## src/rtl/spad_fill_ctrl.sv

```systemverilog
// spad_fill_ctrl: drains a programmed number of words from the PE input sync
// FIFO into a PE scratchpad at consecutive, wrapping addresses, then pulses
// done so PE control can start MAC processing.
// Optional feature macro: SPAD_FILL_STALL_CNT_EN adds a saturating count of
// cycles spent waiting on an empty FIFO while words are still owed.
module spad_fill_ctrl #(
  parameter int DATA_WIDTH = 16,
  parameter int SPAD_DEPTH = 224,
  parameter int ADDR_WIDTH = $clog2(SPAD_DEPTH)
) (
  input  logic                  clk,
  input  logic                  reset,
  input  logic                  start,
  input  logic [ADDR_WIDTH-1:0] fill_base,
  input  logic [ADDR_WIDTH:0]   fill_len,
  input  logic                  fifo_empty,
  input  logic [DATA_WIDTH-1:0] fifo_rd_data,
  output logic                  fifo_read_request,
  output logic                  spad_we,
  output logic [ADDR_WIDTH-1:0] spad_waddr,
  output logic [DATA_WIDTH-1:0] spad_wdata,
  output logic                  busy,
`ifdef SPAD_FILL_STALL_CNT_EN
  output logic                  done,
  output logic [15:0]           stall_cycles
`else
  output logic                  done
`endif
);

  typedef enum logic [1:0] {IDLE, FILL, WAIT, DONE} state_t;

  state_t                state_q, state_d;
  logic [ADDR_WIDTH:0]   len_q;
  logic [ADDR_WIDTH:0]   issued_q;
  logic [ADDR_WIDTH:0]   written_q;
  logic                  vld_p1;
  logic [ADDR_WIDTH-1:0] waddr_p1;
  logic                  accept;

  // Next write address; the last entry folds back to zero.
  function automatic logic [ADDR_WIDTH-1:0] wrap_inc(input logic [ADDR_WIDTH-1:0] a);
    return (a == ADDR_WIDTH'(SPAD_DEPTH - 1)) ? '0 : a + 1'b1;
  endfunction

  // Increment that sticks at all-ones instead of rolling over.
  function automatic logic [15:0] sat_inc16(input logic [15:0] v);
    return (v == 16'hFFFF) ? v : v + 16'd1;
  endfunction

  assign accept = (state_q == IDLE) && start;

  // State register.
  always_ff @(posedge clk or posedge reset) begin
    if (reset) state_q <= IDLE;
    else       state_q <= state_d;
  end

  // Next-state logic.
  always_comb begin
    state_d = state_q;
    case (state_q)
      IDLE: if (start) state_d = (fill_len != '0) ? FILL : DONE;
      FILL: if (fifo_read_request && (issued_q + 1'b1 == len_q)) state_d = WAIT;
      WAIT: if (vld_p1 && (written_q + 1'b1 == len_q)) state_d = DONE;
      DONE: state_d = IDLE;
      default: state_d = IDLE;
    endcase
  end

  // Outputs decoded from registered state; the pop request also watches fifo_empty.
  always_comb begin
    fifo_read_request = (state_q == FILL) && !fifo_empty && (issued_q != len_q);
    busy              = (state_q != IDLE) && (state_q != DONE);
    done              = (state_q == DONE);
  end

  // Transfer bookkeeping: captured length plus issued/written word counts.
  always_ff @(posedge clk or posedge reset) begin
    if (reset) begin
      len_q     <= '0;
      issued_q  <= '0;
      written_q <= '0;
    end else if (accept) begin
      len_q     <= fill_len;
      issued_q  <= '0;
      written_q <= '0;
    end else begin
      if (fifo_read_request) issued_q  <= issued_q + 1'b1;
      if (vld_p1)            written_q <= written_q + 1'b1;
    end
  end

  // ---- stage p1: FIFO data returns one cycle after the pop and is written straight through
  always_ff @(posedge clk or posedge reset) begin
    if (reset) begin
      vld_p1   <= 1'b0;
      waddr_p1 <= '0;
    end else begin
      vld_p1 <= fifo_read_request;
      if (accept)      waddr_p1 <= fill_base;
      else if (vld_p1) waddr_p1 <= wrap_inc(waddr_p1);
    end
  end

  assign spad_we    = vld_p1;
  assign spad_waddr = waddr_p1;
  assign spad_wdata = fifo_rd_data;

`ifdef SPAD_FILL_STALL_CNT_EN
  // Cycles lost to an empty FIFO while words are still owed; held after done.
  always_ff @(posedge clk or posedge reset) begin
    if (reset)
      stall_cycles <= '0;
    else if (accept)
      stall_cycles <= '0;
    else if ((state_q == FILL) && fifo_empty && (issued_q != len_q))
      stall_cycles <= sat_inc16(stall_cycles);
  end
`endif

endmodule

```

## config.mk

```make
export PLATFORM = sky130hd
export DESIGN_NAME = spad_fill_ctrl
export DESIGN_NICKNAME = d
export VERILOG_FILES = /design/src/rtl/spad_fill_ctrl.sv
export SDC_FILE = /design/constraint.sdc
export NUM_CORES = 1
export LEC_CHECK = 0
export ABC_AREA = 0
export BUFFER_PORTS_ARGS = -buffer_cell sky130_fd_sc_hd__buf_2
export CAP_MARGIN = 20
export CORE_MARGIN = 1
export CORE_UTILIZATION = 40
export CTS_CLUSTER_SIZE = 12
export DETAILED_ROUTE_END_ITERATION = 7
export PLACE_DENSITY_LB_ADDON = 0.2
export SETUP_SLACK_MARGIN = 0.3
export SLEW_MARGIN = 40
export SYNTH_ARGS = -nofsm -noshare
export SYNTH_HDL_FRONTEND = slang
export SYNTH_SLANG_ARGS = --single-unit
```

## constraint.sdc

```tcl
create_clock -name clk -period 2.75 [get_ports clk]
set_input_delay 0.55 -clock clk [delete_from_list [all_inputs] [get_ports clk]]
set_output_delay 0.55 -clock clk [all_outputs]
set_load 0.01 [all_outputs]
```

==> results by group, run 1 <==
Critical path
  – Critical path class: flop to output pin
  – CP startpoint: issued_q[2]
  – CP peak stage delay: 0.55 ns
  – WP data required: roughly 2.2 ns
  – R2R Setup Slk: 0.45 ns
  – Arr. time, crit path: between 1.5 and 2 ns
  – Crit-path slowest cell: or4_4
  – Worst flop-to-flop path startpoint: issued_q[2]
  – CP Launch Type: flop
  – Cell chain of the critical path: xor2_1, or4_4, o311a_4, buf_6
  – Crit path capture: fifo_read_request
  – Worst-path maximum fanout: 6
  – R2R Path End: state_q[0]
  – CP Capture Type: output pin
  – R2R depth: 7

Detailed routing
  – Vias per cell: about 5.1
  – Detail Route met2 WL: 2490 um
  – Final ANT Viol Nets: 0
  – Routed len/inst: ~14 um
  – Routed wl met3: roughly 300 um
  – Met1 wire length: around 2600 um
  – Post-route DRC: 0
  – Via count: roughly 1900
  – 1st-pass router iterations: 4
  – Routed WL: about 5400 um
  – Initial drt markers: ~110
  – Top layer in use: met4

Timing
  – Skew final: ~0.0043 ns
  – Fin crit period: roughly 2.5 ns
  – Post-route setup slack: between 0.2 and 0.3 ns
  – RSZ-0062 raised after global routing: yes
  – WHS: 0.354 ns
  – Final hold vios: 0
  – Slew @ Worst Pin: 0.497 ns
  – Fin crit share: 0.892
  – Setup violations, final: 0
  – Max-slew violation count: 0
  – Max Fclk: roughly 410 MHz
  – Worst rel slew slack: 0.669
  – TNS Setup: 0 ns

Floorplanning
  – Die W: around 80 um
  – Row cnt: 28
  – I/O pin total: 65
  – Initial Util: 0.413
  – Die area: between 6000 and 7000 um^2
  – Height of the die: ~80 um
  – Core area: approximately 6000 um^2

Global routing
  – Vias in the first global route: 1823
  – GRT overflow: 0
  – Initial antenna violation count: 0
  – Largest net degree at the start of global routing: 45
  – First-pass GRT wire length: a little under 9000 um
  – Aggregate global-route resource usage: 0.185

Logic synthesis
  – Synth Warn #: 0
  – Adder-Cell Fraction of Synth Area: 0.0412
  – Synth area leader: dfrtp_1
  – Synth top area cells: dfrtp_1 (39%), xor2_1 (10%), nand2_1 (8.0%)
  – Seq cells post-synth: 38
  – Synth Area in Compound Gates: 0.0730
  – Mux share of post-synthesis cell area: 0.0206
  – Simple-gate share of the synthesized area: 0.219
  – Largest family of logic cells by synthesized area: simple AND/OR/NAND/NOR gates
  – Post-synthesis sequential area ratio: 0.391
  – Cells after Synth: between 200 and 300
  – Mapped cell area: roughly 2400 um^2
  – Post-synth top area share: 0.391
  – Synth cell types: 32
  – Post-synthesis xor/xnor area fraction: 0.169
  – Post-synthesis net count: around 330
  – Syn Area/Cell: roughly 8.7 um^2

Power
  – Static leakage: approximately 1.3 nW
  – Total power: around 1.2 mW
  – Gate power share: 0.104
  – Peak VDD IR: 240 uV
  – Clock Power Share: 0.400
  – Switching power: roughly 0.30 mW
  – Part of the power in registers: 0.496
  – Pint: around 0.93 mW
  – Switching share of power: 0.241
  – Power per cell area: ~440 nW/um^2

Place
  – Port-buffer cells: 32
  – DP Worst Slack: about 0.37 ns
  – GPL Wtd Cong: just over 0.8
  – Final HPWL DP: 3750 um

Finish
  – Share of cells above drive strength 1: 0.207
  – Commonest non-fill, non-tap cells in the layout: nand2_1 (52), dfrtp_1 (34), buf_2 (31), xor2_1 (28), nor2_1 (25)
  – N_diodes: 0
  – Most common cell after layout, fill and taps aside: nand2_1
  – Nets@finish: 350
  – Util after Layout: 0.469
  – Area delta synth->final: 13.6%

Clock network
  – Clock-pin slew on the worst setup and hold paths: about 0.07 ns
  – Clock tree buffer depth: 2
  – Total CTS buffers: 5
  – Clock tree root buffer cell: clkbuf_8
  – Htree depth: 2
  – CTS hold repair buffers: 0
  – CTS tree: built
  – Clk_lat worst skew: between 0.2 and 0.3 ns
  – CTS sink cnt: 38

Outcome
  – Run status: finished, final reports clean

Job
  – Max-Cap Viols: 0

Worst hold path
  – Min-Delay Path Class: primary input to asynchronous set/reset pin
## critical path: cells and delay by family, from the launching register on
| kind | cells | cell delay (ns) |
|---|---|---|
| and+or+nand+nor | 1 | 0.55 |
| buffers and inverters | 1 | 0.12 |
| AOI/OAI and AO/OA | 1 | 0.33 |
| xor gates and xnor gates | 1 | 0.17 |
| DFF | 1 | 0.44 |
## layer usage
metal	global-route usage	vias to the layer above
li1	-	960
met1	0.251	900
met2	0.291	48
met3	0.0423	12
met4	0.0554	0
met5	0	-
## power by group through the flow
stage	clock network, mW	registers (mW)	logic [mW]
2_1_floorplan	0	0.616	0.100
3_3_place_gp	0	0.620	0.119
3_5_place_dp	0	0.620	0.120
4_1_cts	0.503	0.609	0.123
5_1_grt	0.526	0.613	0.145
6_report	0.491	0.609	0.127
## what timing repair did
item                                    4_1_cts  5_1_grt
pin swaps                                     1        2
gates cloned                                  0        0
endpoints found under the setup margin        1        2
resized for setup                             2        7
buffers inserted                              4        5
## area by class of cell
cell class / instances / area (um^2)
Fill cell: 597 / 3120
Multi-Input combinational cell: 206 / 1300
Sequential cell: 38 / 956
Timing Repair Buffer: 45 / 264
Tap cell: 75 / 93.8
Clock buffer: 6 / 82.6
Inverter: 9 / 33.8
Clock inverter: 1 / 30.0
## cells in the mapped netlist
cell type / n
xnor2_1: 18
o31ai_1: 2
nor4_1: 1
nor3b_1: 2
o211ai_1: 1
buf_6: 2
o21a_1: 2
o21ai_0: 12
o32a_2: 1
dfrtp_1: 38
ha_1: 8
o2111ai_1: 1
or3_1: 1
inv_1: 9
nor2_1: 26
clkbuf_1: 9
and4_4: 1
and3_1: 6
or4_1: 3
o311a_1: 1
nand2_1: 52
nand3_1: 10
nor4bb_1: 1
nor3_1: 6
buf_4: 16
o22ai_1: 2
mux2i_1: 5
nand4_1: 7
a211oi_1: 1
xor2_1: 29
a21oi_1: 6
nor2b_1: 1
## sequential cells by signal, summed over array words and instances, names as in the netlist
| name | cells |
|---|---|
| spad_we | 1 |
| written_q | 9 |
| issued_q | 9 |
| len_q | 9 |
| spad_waddr | 8 |
| state_q | 2 |
## kinds of logic after synthesis
group,after synthesis
multiplexers,5
AND/OR/NAND/NOR,117
buffers and inverters,36
XOR/XNOR,47
adder cells (fa/ha/maj),8
flip-flops,38
AO/OA/AOI/OAI,29
## metrics by stage
stage / std cells / area, um^2
global route: 380 / 2760
floorplan: 280 / 2430
global placement: 364 / 2540
CTS: 375 / 2700
detailed placement: 364 / 2540
finish: 380 / 2760
## worst min-delay path by stage
stage                        start            end  cells past startpoint
after floorplan           len_q[0]       len_q[0]                      2
after global placement    len_q[3]       len_q[3]                      2
after detailed placement  len_q[5]       len_q[5]                      2
after CTS                    reset  spad_waddr[0]                      3
after global routing         reset  spad_waddr[0]                      3
final                        reset       len_q[1]                      3
No activity file was read; power rests on OpenSTA's default activity.
==> run 2: changes to the inputs <==
--- a/config.mk
+++ b/config.mk
@@ -7,7 +7,7 @@
 export LEC_CHECK = 0
 export ABC_AREA = 0
 export BUFFER_PORTS_ARGS = -buffer_cell sky130_fd_sc_hd__buf_2
-export CAP_MARGIN = 20
+export CAP_MARGIN = 10
 export CORE_MARGIN = 1
 export CORE_UTILIZATION = 40
 export CTS_CLUSTER_SIZE = 12
==> constraint.sdc (replaced) <==
create_clock -name clk -period 2.75 [get_ports clk]
set_input_delay 0.6875 -clock clk [delete_from_list [all_inputs] [get_ports clk]]
set_output_delay 0.6875 -clock clk [all_outputs]
set_load 0.01 [all_outputs]
==> run 2 against run 1 <==
Against the previous run:
- register-to-register slack better by 0.04 ns
- setup slack worse by 0.11 ns
- maximum frequency is 4.2% lower
- utilization is 0.85 points lower
- final cell count is 0.26% higher
- wire length is 0.92% higher
- highest routed layer unchanged
==> results by group, run 2 (same netlist as run 1, synthesis figures left out) <==
Detailed routing
  – Routed len/inst: 14.4 um (was 14.3 um)
  – 1st-pass router iterations: 4 (unchanged)
  – Vias per cell: 5.08 (was 5.05)
  – Routed WL: 5500 um (was 5450 um)
  – Via count: 1934 (was 1920)
  – Final ANT Viol Nets: 0 (unchanged)
  – Post-route DRC: 0 (unchanged)
  – Initial drt markers: 81 (was 108)

Place
  – DP Worst Slack: 0.403 ns (was 0.366 ns)
  – Final HPWL DP: 3750 um (about the same)
  – Port-buffer cells: 32 (unchanged)
  – Placed Area: 2550 um^2 (was 2540 um^2)
  – GPL Wtd Cong: 0.810 (was 0.804)

Timing
  – Post-route setup slack: 0.190 ns (was 0.298 ns)
  – RSZ-0062 raised after global routing: yes (unchanged)
  – Skew final: 0.00430 ns (about the same)
  – Fin crit share: 0.931 (was 0.892)
  – Final hold vios: 0 (unchanged)
  – TNS Setup: 0 ns (unchanged)
  – Slew @ Worst Pin: 0.504 ns (was 0.497 ns)
  – Max-slew violation count: 0 (unchanged)
  – Fin crit period: 2.56 ns (was 2.45 ns)
  – Setup violations, final: 0 (unchanged)
  – Max Fclk: 391 MHz (was 408 MHz)
  – Worst rel slew slack: 0.664 (was 0.669)

Critical path
  – CP Capture Type: output pin (unchanged)
  – Crit-path slowest cell: or4_1 (was or4_4)
  – Cell chain of the critical path: xor2_2, or4_1, o311a_1, buf_2 (was xor2_1, or4_4, o311a_4, buf_6)
  – Critical path class: flop to output pin (unchanged)
  – CP Launch Type: flop (unchanged)
  – CP bufs+invs: 1 (unchanged)
  – WP data required: 2.06 ns (was 2.20 ns)
  – Worst-path maximum fanout: 2 (was 6)
  – CP top delay family: simple AND/OR/NAND/NOR gates (unchanged)
  – R2R depth: 7 (unchanged)
  – Arr. time, crit path: 1.87 ns (was 1.90 ns)
  – Worst flop-to-flop path startpoint: len_q[4] (was issued_q[2])
  – R2R Setup Slk: 0.49 ns (was 0.45 ns)
  – R2R Path End: state_q[0] (unchanged)
  – CP peak stage delay: 0.52 ns (was 0.55 ns)

Global routing
  – Aggregate global-route resource usage: 0.189 (was 0.185)
  – Vias in the first global route: 1856 (was 1823)
  – Met2 global-route usage: 0.288 (was 0.291)
  – Global routing usage on met1: 0.257 (was 0.251)
  – First-pass GRT wire length: 9170 um (was 8950 um)
  – Gr busiest metal: met2 (unchanged)
  – GRT overflow: 0 (unchanged)
  – Initial antenna violation count: 0 (unchanged)
  – Global routing usage on met3: 0.0457 (was 0.0423)
  – Largest net degree at the start of global routing: 45 (unchanged)

Clock network
  – Total CTS buffers: 5 (unchanged)
  – CTS sink cnt: 38 (unchanged)
  – Clock tree buffer depth: 2 (unchanged)
  – Htree depth: 2 (unchanged)
  – CTS hold repair buffers: 0 (unchanged)
  – Clk_lat worst skew: 0.29 ns (about the same)
  – Clock-pin slew on the worst setup and hold paths: 0.07 ns (about the same)
  – Clock tree root buffer cell: clkbuf_8 (unchanged)
  – CTS tree: built (unchanged)

Finish
  – Register Area: 955 um^2 (was 956 um^2)
  – Cell area after layout: 2710 um^2 (was 2760 um^2)
  – Share of cells above drive strength 1: 0.193 (was 0.207)
  – Top flop regs: issued_q x9, len_q x9, written_q x9 (unchanged)
  – Most common cell after layout, fill and taps aside: nand2_1 (unchanged)
  – Commonest non-fill, non-tap cells in the layout: nand2_1 (52), dfrtp_1 (35), buf_2 (32), xor2_1 (28), nor2_1 (25) (was nand2_1 (52), dfrtp_1 (34), buf_2 (31), xor2_1 (28), nor2_1 (25))
  – FILL cells: 616 (was 597)
  – Footprint of the multi-input gates: 1280 um^2 (was 1300 um^2)
  – N_diodes: 0 (unchanged)
  – Util after Layout: 0.461 (was 0.469)
  – Area delta synth->final: 11.5% (was 13.6%)
  – Nets@finish: 350 (unchanged)

Job
  – Max-Cap Viols: 0 (unchanged)

Power
  – Peak VDD IR: 185 uV (was 240 uV)
  – Power per cell area: 420 nW/um^2 (was 444 nW/um^2)
  – Static leakage: 1.23 nW (was 1.25 nW)

Floorplanning
  – Initial Util: 0.413 (unchanged)
  – Core area: 5890 um^2 (unchanged)
  – Row cnt: 28 (unchanged)
  – Die W: 80.0 um (unchanged)
  – Height of the die: 80.0 um (unchanged)
  – Die area: 6400 um^2 (unchanged)
  – I/O pin total: 65 (unchanged)

Worst hold path
  – Min-Delay Path Class: primary input to asynchronous set/reset pin (unchanged)

Outcome
  – Run status: finished, final reports clean (unchanged)
-- run 2: changes by cell type in the layout (fill, tap and decap cells not counted), sizes merged --
cell	previous run	this run
bufinv	1	0
clkbuf	6	7
clkinv	0	1
-- run 2: worst max path at each step --
stage | startpoint | endpoint | slack, ns | cells after the start
finish | len_q[4] | fifo_read_request | 0.19 | 4
global route | len_q[4] | fifo_read_request | 0.12 | 4
CTS | len_q[4] | fifo_read_request | 0.18 | 4
detailed placement | issued_q[4] | fifo_read_request | 0.40 | 4
global placement | issued_q[4] | fifo_read_request | 0.42 | 4
floorplan | issued_q[4] | fifo_read_request | 0.45 | 5
-- run 2: cell type report --
| cell class | count | area share |
|---|---|---|
| multi-input combinational | 206 | 0.472 |
| sequential | 38 | 0.352 |
| tap | 75 | 0.0346 |
| timing repair buffer | 45 | 0.0950 |
| clock buffer | 7 | 0.0318 |
| clock inverter | 1 | 0.00185 |
| inverter | 9 | 0.0125 |
-- run 2: where the power goes --
group / internal, mW / leakage, nW / switching (mW)
registers: 0.580 / 0.465 / 0.0287
logic: 0.0608 / 0.721 / 0.0645
clock network: 0.203 / 0.0482 / 0.203
-- run 2: metrics by stage --
step / std cells / hold slack [ns] / power, mW
2_1_floorplan: 280 / 0.505 / 0.716
3_3_place_gp: 365 / 0.537 / 0.740
3_5_place_dp: 365 / 0.543 / 0.740
4_1_cts: 381 / 0.512 / 1.16
5_1_grt: 381 / 0.564 / 1.19
6_report: 381 / 0.501 / 1.14
-- run 2: what timing repair did --
action | CTS | global route
pin swaps | 3 | 0
buffers inserted | 8 | 0
endpoints found under the setup margin | 1 | 1
gates resized for setup | 4 | 0
-- run 2: layer usage --
layer,share of wire,routed length (um),up-vias
met5,0,0,-
met4,0.020,111,0
met3,0.044,244,11
li1,-,-,963
met1,0.48,2660,916
met2,0.45,2490,44
-- run 2: worst min-delay path, delay by kind of cell --
family	cells	cell delay [ns]
buf+inv	3	0.55
==> run 3: changes to the inputs <==
--- a/config.mk
+++ b/config.mk
@@ -13,8 +13,7 @@
 export CTS_CLUSTER_SIZE = 12
 export DETAILED_ROUTE_END_ITERATION = 7
 export PLACE_DENSITY_LB_ADDON = 0.2
-export SETUP_SLACK_MARGIN = 0.3
-export SLEW_MARGIN = 40
+export SLEW_MARGIN = 10
 export SYNTH_ARGS = -nofsm -noshare
 export SYNTH_HDL_FRONTEND = slang
 export SYNTH_SLANG_ARGS = --single-unit
==> run 3 against run 2 <==
Against the previous run:
- clock power barely moved
- global-route usage fell by 0.52 points
- die area did not move
- non-clock buffer count fell by 6
- critical path depth did not move
- sequential share of layout area rose by 0.63 points
- setup slack got worse by 0.11 ns
- highest routed layer unchanged
- first-iteration DRC count rose by 25%
- sequential cell count did not move
- register-to-register slack got worse by 0.11 ns
==> results by group, run 3 (same netlist as run 1, synthesis figures left out) <==
Outcome
  – Run status: finished, final reports clean (unchanged)

Timing
  – Fin crit share: 0.971 (was 0.931)
  – Setup violations, final: 0 (unchanged)
  – Max Fclk: 375 MHz (was 391 MHz)
  – Slew @ Worst Pin: 0.500 ns (was 0.504 ns)
  – Skew final: 0.00349 ns (was 0.00430 ns)
  – TNS Setup: 0 ns (unchanged)
  – Worst rel slew slack: 0.666 (was 0.664)
  – RSZ-0062 raised after global routing: no (was yes)
  – Final hold vios: 0 (unchanged)
  – Max-slew violation count: 0 (unchanged)
  – Fin crit period: 2.67 ns (was 2.56 ns)

Critical path
  – Arr. time, crit path: 1.98 ns (was 1.87 ns)
  – R2R Path End: state_q[0] (unchanged)
  – CP top delay family: simple AND/OR/NAND/NOR gates (unchanged)
  – Worst-path maximum fanout: 5 (was 2)
  – CP bufs+invs: 1 (unchanged)
  – Crit-path slowest cell: or4_1 (unchanged)
  – CP peak stage delay: 0.54 ns (was 0.52 ns)
  – R2R depth: 7 (unchanged)
  – WP data required: 2.06 ns (about the same)
  – Worst flop-to-flop path startpoint: issued_q[3] (was len_q[4])
  – R2R Setup Slk: 0.38 ns (was 0.49 ns)
  – Crit path depth: 4 (unchanged)
  – CP Launch Type: flop (unchanged)
  – Critical path class: flop to output pin (unchanged)
  – CP startpoint: issued_q[3] (was len_q[4])
  – CP Capture Type: output pin (unchanged)
  – Cell chain of the critical path: xor2_1, or4_1, o311a_1, buf_2 (was xor2_2, or4_1, o311a_1, buf_2)

Finish
  – Most common cell after layout, fill and taps aside: nand2_1 (unchanged)
  – Commonest non-fill, non-tap cells in the layout: nand2_1 (52), dfrtp_1 (37), buf_2 (32), xor2_1 (29), nor2_1 (25) (was nand2_1 (52), dfrtp_1 (35), buf_2 (32), xor2_1 (28), nor2_1 (25))
  – Register Area: 952 um^2 (was 955 um^2)
  – Cell area after layout: 2660 um^2 (was 2710 um^2)
  – Area delta synth->final: 9.26% (was 11.5%)
  – FILL cells: 619 (was 616)
  – Top flop regs: issued_q x9, len_q x9, written_q x9 (unchanged)
  – Share of cells above drive strength 1: 0.167 (was 0.193)
  – Nets@finish: 344 (was 350)
  – N_diodes: 0 (unchanged)
  – Footprint of the multi-input gates: 1270 um^2 (was 1280 um^2)

Floorplanning
  – Row cnt: 28 (unchanged)
  – I/O pin total: 65 (unchanged)
  – Die area: 6400 um^2 (unchanged)
  – Die W: 80.0 um (unchanged)
  – Initial Util: 0.413 (unchanged)
  – Core area: 5890 um^2 (unchanged)
  – Height of the die: 80.0 um (unchanged)

Clock network
  – Clk_lat worst skew: 0.29 ns (about the same)
  – Clock tree buffer depth: 2 (unchanged)
  – Total CTS buffers: 5 (unchanged)
  – CTS tree: built (unchanged)
  – Clock tree root buffer cell: clkbuf_8 (unchanged)
  – CTS sink cnt: 38 (unchanged)
  – Clock-pin slew on the worst setup and hold paths: 0.07 ns (about the same)
  – CTS hold repair buffers: 0 (unchanged)
  – Htree depth: 2 (unchanged)

Power
  – Gate power share: 0.103 (was 0.110)
  – Static leakage: 1.21 nW (was 1.23 nW)
  – Peak VDD IR: 185 uV (about the same)
  – Switching share of power: 0.260 (about the same)
  – Pint: 0.838 mW (was 0.843 mW)
  – Clock Power Share: 0.359 (was 0.356)
  – Part of the power in registers: 0.538 (was 0.534)
  – Power per cell area: 427 nW/um^2 (was 420 nW/um^2)
  – Switching power: 0.295 mW (was 0.296 mW)

Detailed routing
  – 1st-pass router iterations: 4 (unchanged)
  – Routed len/inst: 14.2 um (was 14.4 um)
  – Final ANT Viol Nets: 0 (unchanged)
  – Vias per cell: 5.10 (was 5.08)
  – Via count: 1914 (was 1934)
  – Post-route DRC: 0 (unchanged)
  – Initial drt markers: 101 (was 81)
  – Routed WL: 5320 um (was 5500 um)

Global routing
  – Vias in the first global route: 1792 (was 1856)
  – First-pass GRT wire length: 8910 um (was 9170 um)
  – Initial antenna violation count: 0 (unchanged)
  – GRT overflow: 0 (unchanged)
  – Largest net degree at the start of global routing: 45 (unchanged)
  – Aggregate global-route resource usage: 0.184 (was 0.189)

Place
  – GPL Wtd Cong: 0.810 (unchanged)
  – Final HPWL DP: 3750 um (unchanged)
  – Placed Area: 2550 um^2 (unchanged)
  – Port-buffer cells: 32 (unchanged)

Worst hold path
  – Min-Delay Path Class: primary input to asynchronous set/reset pin (unchanged)

Job
  – Max-Cap Viols: 0 (unchanged)
run 3: layer usage:
metal	vias to the layer above	share of wire	global-route usage
met5	-	0	0
met4	0	0.017	0.0679
met3	9	0.045	0.0434
met2	48	0.46	0.284
met1	906	0.48	0.250
li1	951	-	-
run 3: timing repair:
action / CTS / global route
buffers inserted: 0 / 2
gates resized for setup: 0 / 1
setup endpoints to repair: 0 / 1
run 3: through the flow:
step / worst slack [ns] / hold WS, ns / total power, mW / utilization / cells
after floorplan: 0.446 / 0.505 / 0.716 / - / 280
after global placement: 0.421 / 0.537 / 0.740 / 0.433 / 365
after detailed placement: 0.403 / 0.543 / 0.740 / 0.433 / 365
after CTS: 0.0683 / 0.511 / 1.15 / 0.449 / 373
after global routing: 0.0149 / 0.559 / 1.19 / 0.452 / 375
final: 0.0806 / 0.490 / 1.13 / 0.452 / 375
run 3: area by class of cell:
| class | instances | area share |
|---|---|---|
| Clock buffer | 7 | 0.0325 |
| Clock inverter | 1 | 0.00188 |
| Inverter | 9 | 0.0127 |
| Multi-Input combinational cell | 206 | 0.479 |
| Sequential cell | 38 | 0.358 |
| Tap cell | 75 | 0.0353 |
| Timing Repair Buffer | 39 | 0.0800 |
run 3: tightest hold or removal path: stages:
cell and delay (ns):
buf_2 0.09, inv_1 0.04, buf_4 0.41
run 3: how the worst max path moves through the flow:
stage | end
final | fifo_read_request
after floorplan | fifo_read_request
after detailed placement | fifo_read_request
after global routing | fifo_read_request
after CTS | fifo_read_request
after global placement | fifo_read_request
run 3: power groups by stage:
| stage | Combinational, mW | Clock, mW | Sequential (mW) |
|---|---|---|---|
| finish | 0.117 | 0.407 | 0.610 |
| global route | 0.133 | 0.438 | 0.614 |
| global placement | 0.119 | 0 | 0.621 |
| floorplan | 0.100 | 0 | 0.616 |
| detailed placement | 0.119 | 0 | 0.621 |
| CTS | 0.119 | 0.422 | 0.610 |
